$ cat src/rtl/pipelined_addsub_pkg.sv
// Shared constants for the segmented add/sub pipeline.
// Every Fp add/sub instance reads its segment count from here, so all of them have the same latency.
package pipelined_addsub_pkg;

   localparam int ADDSUB_SEGS_FP = 4;

   function automatic int seg_width(input int width, input int segs);
      return (segs < 1) ? width : width / segs;
   endfunction

endpackage

$ cat src/rtl/pipelined_addsub_segment.sv
// One carry-ripple segment: {cout, z} = x + (sub ? ~y : y) + cin.
module addsub_segment #(
   parameter int SEG_W = 68
) (
   input  logic [SEG_W-1:0] x,
   input  logic [SEG_W-1:0] y,
   input  logic             sub,
   input  logic             cin,
   output logic [SEG_W-1:0] z,
   output logic             cout
);

   logic [SEG_W-1:0] y_eff;

   assign y_eff     = sub ? ~y : y;
   assign {cout, z} = {1'b0, x} + {1'b0, y_eff} + {{SEG_W{1'b0}}, cin};

endmodule

$ cat src/rtl/pipelined_addsub.sv
// WIDTH-bit add/sub pipeline. The carry moves one SEG_W segment per stage.
// All stages advance together and hold together when the output is stalled.
module pipelined_addsub
   import pipelined_addsub_pkg::*;
#(
   parameter int WIDTH = 272,
   parameter int SEGS  = ADDSUB_SEGS_FP,
   parameter int TAG_W = 8
) (
   input  logic             clk,
   input  logic             rst,
   input  logic             in_valid,
   output logic             in_ready,
   input  logic             in_sub,
   input  logic [WIDTH-1:0] in_x,
   input  logic [WIDTH-1:0] in_y,
   input  logic [TAG_W-1:0] in_tag,
   output logic             out_valid,
   input  logic             out_ready,
   output logic [WIDTH-1:0] out_z,
   output logic             out_carry,
   output logic [TAG_W-1:0] out_tag
);

   localparam int SEG_W = seg_width(WIDTH, SEGS);

   if (SEGS < 1) begin : g_bad_segs
      $error("pipelined_addsub: SEGS must be >= 1");
   end else if (WIDTH % SEGS != 0) begin : g_bad_width
      $error("pipelined_addsub: WIDTH must be a multiple of SEGS");
   end
   if (TAG_W < 1) begin : g_bad_tag
      $error("pipelined_addsub: TAG_W must be >= 1");
   end

   logic            adv;
   logic [SEGS:1]   vld_q;
   logic [SEGS:0]   vld_pipe;

   assign adv      = !out_valid || out_ready;
   assign in_ready = adv && !rst;
   assign vld_pipe = {vld_q, in_valid};

   always_ff @(posedge clk) begin
      if (rst)      vld_q <= '0;
      else if (adv) vld_q <= vld_pipe[SEGS-1:0];
   end

   for (genvar k = 0; k < SEGS; k++) begin : g_stg
      localparam int RW = (k + 1) * SEG_W;
      localparam int PW = (SEGS - 1 - k) * SEG_W;

      logic [SEG_W-1:0] sx, sy, sz;
      logic             cin, cout, s_sub;
      logic [TAG_W-1:0] s_tag;
      logic [RW-1:0]    z_d, z_q;
      logic             c_q;
      logic [TAG_W-1:0] tag_q;

      // Stage 0 takes its segment from the input port; later stages take it from the pending operands.
      if (k == 0) begin : g_src
         assign sx    = in_x[SEG_W-1:0];
         assign sy    = in_y[SEG_W-1:0];
         assign cin   = in_sub;
         assign s_sub = in_sub;
         assign s_tag = in_tag;
         assign z_d   = sz;
      end else begin : g_src
         assign sx    = g_stg[k-1].g_pend.x_q[SEG_W-1:0];
         assign sy    = g_stg[k-1].g_pend.y_q[SEG_W-1:0];
         assign cin   = g_stg[k-1].c_q;
         assign s_sub = g_stg[k-1].g_pend.sub_q;
         assign s_tag = g_stg[k-1].tag_q;
         assign z_d   = {sz, g_stg[k-1].z_q};
      end

      addsub_segment #(.SEG_W(SEG_W)) u_seg (
         .x    (sx),
         .y    (sy),
         .sub  (s_sub),
         .cin  (cin),
         .z    (sz),
         .cout (cout)
      );

      // Data registers load only for valid ops, so the outputs keep their last value through bubbles.
      always_ff @(posedge clk) begin
         if (rst) begin
            z_q   <= '0;
            c_q   <= 1'b0;
            tag_q <= '0;
         end else if (adv && vld_pipe[k]) begin
            z_q   <= z_d;
            c_q   <= cout;
            tag_q <= s_tag;
         end
      end

      if (k < SEGS - 1) begin : g_pend
         logic [PW-1:0] x_d, y_d, x_q, y_q;
         logic          sub_q;

         if (k == 0) begin : g_ld
            assign x_d = in_x[WIDTH-1:SEG_W];
            assign y_d = in_y[WIDTH-1:SEG_W];
         end else begin : g_ld
            assign x_d = g_stg[k-1].g_pend.x_q[PW+SEG_W-1:SEG_W];
            assign y_d = g_stg[k-1].g_pend.y_q[PW+SEG_W-1:SEG_W];
         end

         always_ff @(posedge clk) begin
            if (rst) begin
               x_q   <= '0;
               y_q   <= '0;
               sub_q <= 1'b0;
            end else if (adv && vld_pipe[k]) begin
               x_q   <= x_d;
               y_q   <= y_d;
               sub_q <= s_sub;
            end
         end
      end
   end

   assign out_valid = vld_pipe[SEGS];
   assign out_z     = g_stg[SEGS-1].z_q;
   assign out_carry = g_stg[SEGS-1].c_q;
   assign out_tag   = g_stg[SEGS-1].tag_q;

endmodule

$ cat config.mk
export PLATFORM = sky130hd
export DESIGN_NAME = pipelined_addsub
export DESIGN_NICKNAME = d
export VERILOG_FILES = /design/src/rtl/pipelined_addsub_pkg.sv /design/src/rtl/pipelined_addsub_segment.sv /design/src/rtl/pipelined_addsub.sv
export SDC_FILE = /design/constraint.sdc
export NUM_CORES = 2
export LEC_CHECK = 0
export CELL_PAD_IN_SITES_DETAIL_PLACEMENT = 0
export CELL_PAD_IN_SITES_GLOBAL_PLACEMENT = 2
export CORE_MARGIN = 5
export CORE_UTILIZATION = 33
export CTS_CLUSTER_SIZE = 28
export DETAILED_ROUTE_END_ITERATION = 8
export PLACE_DENSITY = 0.8
export SYNTH_ARGS = -nofsm -noshare
export SYNTH_HDL_FRONTEND = slang
export SYNTH_SLANG_ARGS = --single-unit
$ cat constraint.sdc
create_clock -name clk -period 5.4 [get_ports clk]
set_input_delay 0.81 -clock clk [delete_from_list [all_inputs] [get_ports clk]]
set_output_delay 0.81 -clock clk [all_outputs]
set_load 0.1 [all_outputs]
After elaboration in Yosys (flattened, before gate mapping). Index checks and enable logic that the tools add are counted.

Register bits after elaboration: 1539. Bits of input ports: 557. Output and inout port bits: 283. Word-level logic and storage cells: 46.

Add/subtract/negate cells: 8. Multiplexer cells: 4. Bitwise logic cells: 4. Reduce and logical (&&, ||, !) cells: 8.

Operators by type and width (count): adder 68 x 68 -> 69 bit (4); adder 69 x 1 -> 69 bit (4); two-way mux 68 bit (4); NOT 68 bit (4); logical AND 1 bit (5); zero test 1 bit (2); logical OR 1 bit (1).

Depth between registers and ports, before layout.
Depth in word-level cells: 4. Mapped depth: 17. Gate-level depth less buffers: 14.

Cells and area by module. From an unflattened synthesis, not the netlist that was laid out.

Cell total of the unflattened synthesis: 9724. Area, all modules: 76666.0 µm².

Modules (own cells, without submodules): pipelined_addsub (times used 1, cells each 7003, area each 57634.0 µm², seq. area each 30809.5 µm²); addsub_segment at g_stg[2].u_seg (times used 1, cells each 676, area each 4807.1 µm², seq. area each 0.0 µm²); addsub_segment at g_stg[0].u_seg (times used 1, cells each 692, area each 4779.6 µm², seq. area each 0.0 µm²); addsub_segment at g_stg[3].u_seg (times used 1, cells each 673, area each 4727.0 µm², seq. area each 0.0 µm²); addsub_segment at g_stg[1].u_seg (times used 1, cells each 680, area each 4718.3 µm², seq. area each 0.0 µm²).

Least setup slack after synthesis. OpenSTA, ideal clock, no wires.

Kind: in2reg. Start: input in_sub. End: register g_stg[0].z_q[65]. Library setup time: 0.122 ns. Arrival time: 4.393 ns. Required time: 5.278 ns. Slack: 0.885 ns. Stages: 17. Path buffers: 4. Cells stage by stage: buf_2 > clkbuf_1 > clkbuf_1 > xor2_1 > ha_1 > buf_2 > nand4_1 > o221ai_1 > nand3_1 > nand3_2 > a41oi_2 > o31ai_2 > a41oi_2 > o31ai_4 > nand3_1 > mux2i_1 > a311o_1.

Cells in the longest elaborated chain, start to end: 3.

RTL lines: start, declared (line pipelined_addsub.sv:14) `input logic in_sub,`; two-way mux 68 bit (line pipelined_addsub_segment.sv:15) `assign y_eff = sub ? ~y : y;`; adder 68 x 68 -> 69 bit (line pipelined_addsub_segment.sv:16) `assign {cout, z} = {1'b0, x} + {1'b0, y_eff} + {{SEG_W{1'b0}}, cin};`; adder 69 x 1 -> 69 bit * (line pipelined_addsub_segment.sv:16); end signal, assigned (line pipelined_addsub.sv:93) `z_q <= z_d;`; end, declared (line pipelined_addsub.sv:56) `logic [RW-1:0] z_d, z_q;`.

Every way passes the cells marked *; elsewhere a longest branch is shown, timed or not. A chain may end at the register's enable or synchronous reset.

Final worst setup path.
Start: register g_stg[2].g_pend.sub_q. End: register g_stg[3].z_q[271], in the netlist out_z[271].

Cells in the longest elaborated chain, start to end: 3.

RTL lines: start, declared (line pipelined_addsub.sv:101) `logic sub_q;`; start signal, assigned (line pipelined_addsub.sv:119) `sub_q <= s_sub;`; two-way mux 68 bit (line pipelined_addsub_segment.sv:15); adder 68 x 68 -> 69 bit (line pipelined_addsub_segment.sv:16); adder 69 x 1 -> 69 bit (line pipelined_addsub_segment.sv:16); end signal, assigned (line pipelined_addsub.sv:93); end, declared (line pipelined_addsub.sv:56).

No other way between the ends.

==> flow_summary.json <==
{
  "yosys_register_bits": 1539,
  "cp.arrival_ns": 5.35,
  "vias": 64134,
  "syn_to_final_growth_pct": 22.8,
  "start_util_pct": 33.2,
  "p_switching_mw": 7.23,
  "gr-usage-all-layers_pct": 21.4,
  "yosysWarnings": 0,
  "relSlewSlack_pct": 12.1,
  "drtAntennaViolNets": 0,
  "endpoint_kind": "flop",
  "antenna_found_initial": 11,
  "static-leakage-power_nw": 33.3,
  "drv_slew": 0,
  "reg2reg_from": "g_stg[2].g_pend.sub_q",
  "synth-main-ff-cell": "dfxtp_1",
  "place_inst": 12387,
  "critical_path.max_fanout": 42,
  "ctsHoldBuffers": 0,
  "htree_levels": 4,
  "syn_area_um2": 70600,
  "intPower_mw": 19.8,
  "syn-num-nets": 10137,
  "stdcell_count": 12698,
  "via_per_inst": 5.05,
  "power.share.clock_pct": 43.6,
  "swShare_pct": 26.7,
  "wire_per_inst_um": 19.6,
  "fin_crit_ns": 4.65,
  "powerDensity_nw_per_um2": 312,
  "ys_seq_area_share_pct": 43.6,
  "use_met3_pct": 3.06,
  "die_y_um": 473,
  "drt-total-wl_mm": 249,
  "grt_pass1_wl_mm": 380,
  "cts.sinks": 1539,
  "fmax_mhz": 215,
  "gp_congestion": 0.864,
  "drtIter0Drc": 4112,
  "hold_depth": 2,
  "min_from": "g_stg[0].g_pend.y_q[202]",
  "critPathKind": "reg -> reg",
  "post_cts_buffers": 0,
  "synthTopCellsByArea": "dfxtp_1 (44%), nand2_1 (17%), a21oi_1 (13%)",
  "worstSkewPairLatency_ns": 0.82,
  "reg2reg_slack_ns": 0.75,
  "cts_buffers": 174,
  "met1_usage_pct": 28.1,
  "worstMarginPinSlew_ns": 1.32,
  "hold_class": "reg -> reg",
  "async_reset_ff_share_pct": 0,
  "final_nets": 10574,
  "ctsResizeCount": 0,
  "drive_gt1_share_pct": 4.40,
  "rsz0062_at_grt": "false",
  "globalRoute.busiestLayer": "met2",
  "first_pass_iters": 8,
  "grt_pass1_vias": 62583,
  "timing.rr.end": "out_z[271]",
  "dp_hpwl_mm": 183,
  "drc": 0,
  "reg2reg_depth": 14,
  "coreArea_um2": 213000,
  "synth_top_cells_by_count": "nand2_1 (3133), a21oi_1 (1786), dfxtp_1 (1539), clkbuf_1 (606), xor2_1 (356)",
  "setup_tns_ns": 0,
  "io_pins": 840,
  "worstSetupStartpointType": "flop",
  "grt_max_degree": 199,
  "cts_tree": "yes",
  "seq_power_share_pct": 44.2,
  "port_buffers": 839,
  "worst_hold_path.endpoint": "g_stg[1].g_pend.y_q[134]",
  "die_width_um": 473,
  "cts.path.max_buffers": 3,
  "rows": 169,
  "overflow": 0,
  "whs_ns": 0.432,
  "dieArea_um2": 223000,
  "hold_viol_final": 0,
  "clock_skew_ns": 0.0427,
  "critPathRequiredTime_ns": 6.09,
  "met2_usage_pct": 35.7,
  "max-cap-violations": 0,
  "clkTransAtPathRegs_ns": 0.06,
  "synth_edf_count": 0,
  "syn_inst": 9305,
  "setup_viol": 0,
  "peakVddDrop_mv": 0.299,
  "status": "complete, no violations",
  "synth.distinct_cells": 85,
  "synth_most_common_cell": "nand2_1",
  "p_comb_share_pct": 12.2,
  "synth_top_area_share_pct": 43.6,
  "synth_top_area_cell": "dfxtp_1",
  "min_period_over_period_pct": 86.2,
  "cts_root_buffer": "clkbuf_16",
  "synth.avg_cell_area_um2": 7.59
}
==> power by group through the flow <==
stage	Clock (mW)	Sequential, mW	Combinational, mW
2_1_floorplan	0	12.2	2.06
3_3_place_gp	0	12.2	3.32
3_5_place_dp	0	12.2	3.32
4_1_cts	12.2	12.0	3.34
5_1_grt	12.6	12.0	3.65
6_report	11.8	12.0	3.30
==> metrics by stage <==
stage                     power [mW]  setup slack, ns  cell area, um2  utilization [%]
after floorplan                 14.2            0.885           70600                -
after global placement          15.5            0.545           81000             38.1
after detailed placement        15.5            0.478           81000             38.1
after CTS                       27.5            0.676           86700             40.8
after global routing            28.3            0.399           86800             40.8
final                           27.1            0.746           86800             40.8
==> layout make-up <==
cell class              count  area (um2)
clock inverters            56         688
well taps                2821        3530
diodes                      8        20.0
fillers                 22179      126000
clock buffers             247        5020
multi-input cells        7036       37100
flip-flops and latches   1539       30800
inverters                  73         275
repair buffers            918        9320
==> metal layers <==
layer,routed length [um],share of wire [%]
met5,0,0
met4,10000,4.0
met3,9940,4.0
met2,116000,46
met1,113000,45
==> sequential cells by signal (all words and copies together), names as in the netlist <==
signal              flops
g_stg.tag_q            24
vld_q                   4
g_stg.g_pend.y_q      408
g_stg.c_q               3
g_stg.g_pend.x_q      408
out_tag                 8
g_stg.g_pend.sub_q      3
out_z                 272
out_carry               1
g_stg.z_q             408
==> how the worst max path moves through the flow <==
stage | slack (ns) | start | end
after floorplan | 0.88 | in_sub | g_stg[0].z_q[65]
after global placement | 0.55 | in_sub | g_stg[0].z_q[67]
final | 0.75 | g_stg[2].g_pend.sub_q | out_z[271]
after global routing | 0.40 | g_stg[2].g_pend.sub_q | out_z[271]
after detailed placement | 0.48 | in_sub | g_stg[0].z_q[67]
after CTS | 0.68 | g_stg[2].g_pend.sub_q | out_z[271]
==> worst max-delay path, stage by stage (launching register included) <==
cell and delay, ns:
dfxtp_4 0.65, buf_4 0.68, xor2_1 0.18, ha_1 0.40, a21o_1 0.19, a21o_1 0.16, a21oi_1 0.19, a21boi_0 0.25
o21ai_0 0.18, a221o_1 0.38, a41oi_2 0.32, o31ai_2 0.15, o21ai_1 0.29, a31oi_1 0.15, mux2_2 0.29
==> kinds of logic (layout without fill, tap and decap cells) <==
group,after synthesis,in the layout,synth area share (%)
AOI/OAI and AO/OA,2497,2497,20.0
xor gates and xnor gates,493,493,6.11
adders and majority gates,275,275,4.95
buffers and inverters,730,1294,3.92
DFF,1539,1539,43.6
muxes,4,4,0.0585
other,0,8,0
and+or+nand+nor,3767,3767,21.4
==> cell usage in the layout, fill, tap and decap left out, types with 12 or more instances in the layout <==
master / Yosys / layout
and3_1: 34 / 34
dfxtp_1: 1539 / 1536
and2_1: 19 / 15
xnor2_1: 137 / 137
nand3_1: 83 / 83
a21boi_0: 15 / 15
ha_1: 268 / 268
nor3_1: 50 / 50
xor2_1: 356 / 356
o21ai_0: 172 / 172
o31ai_1: 16 / 16
or3_1: 22 / 22
nor2_1: 223 / 223
o21a_1: 22 / 22
o21ai_1: 12 / 12
o211ai_1: 26 / 26
buf_12: 0 / 30
a21o_1: 170 / 170
a31oi_1: 41 / 41
inv_1: 73 / 72
a21oi_1: 1786 / 1786
clkinv_2: 0 / 26
o21bai_1: 57 / 57
nand4_1: 91 / 91
clkbuf_16: 0 / 175
nand2b_1: 21 / 21
clkdlybuf4s50_1: 0 / 816
clkbuf_1: 606 / 35
nor2b_1: 28 / 28
nand2_1: 3133 / 3129
or2_2: 12 / 12
buf_4: 2 / 71
clkbuf_8: 0 / 37
a211oi_1: 44 / 44
Power figures use the tool's default switching activity.
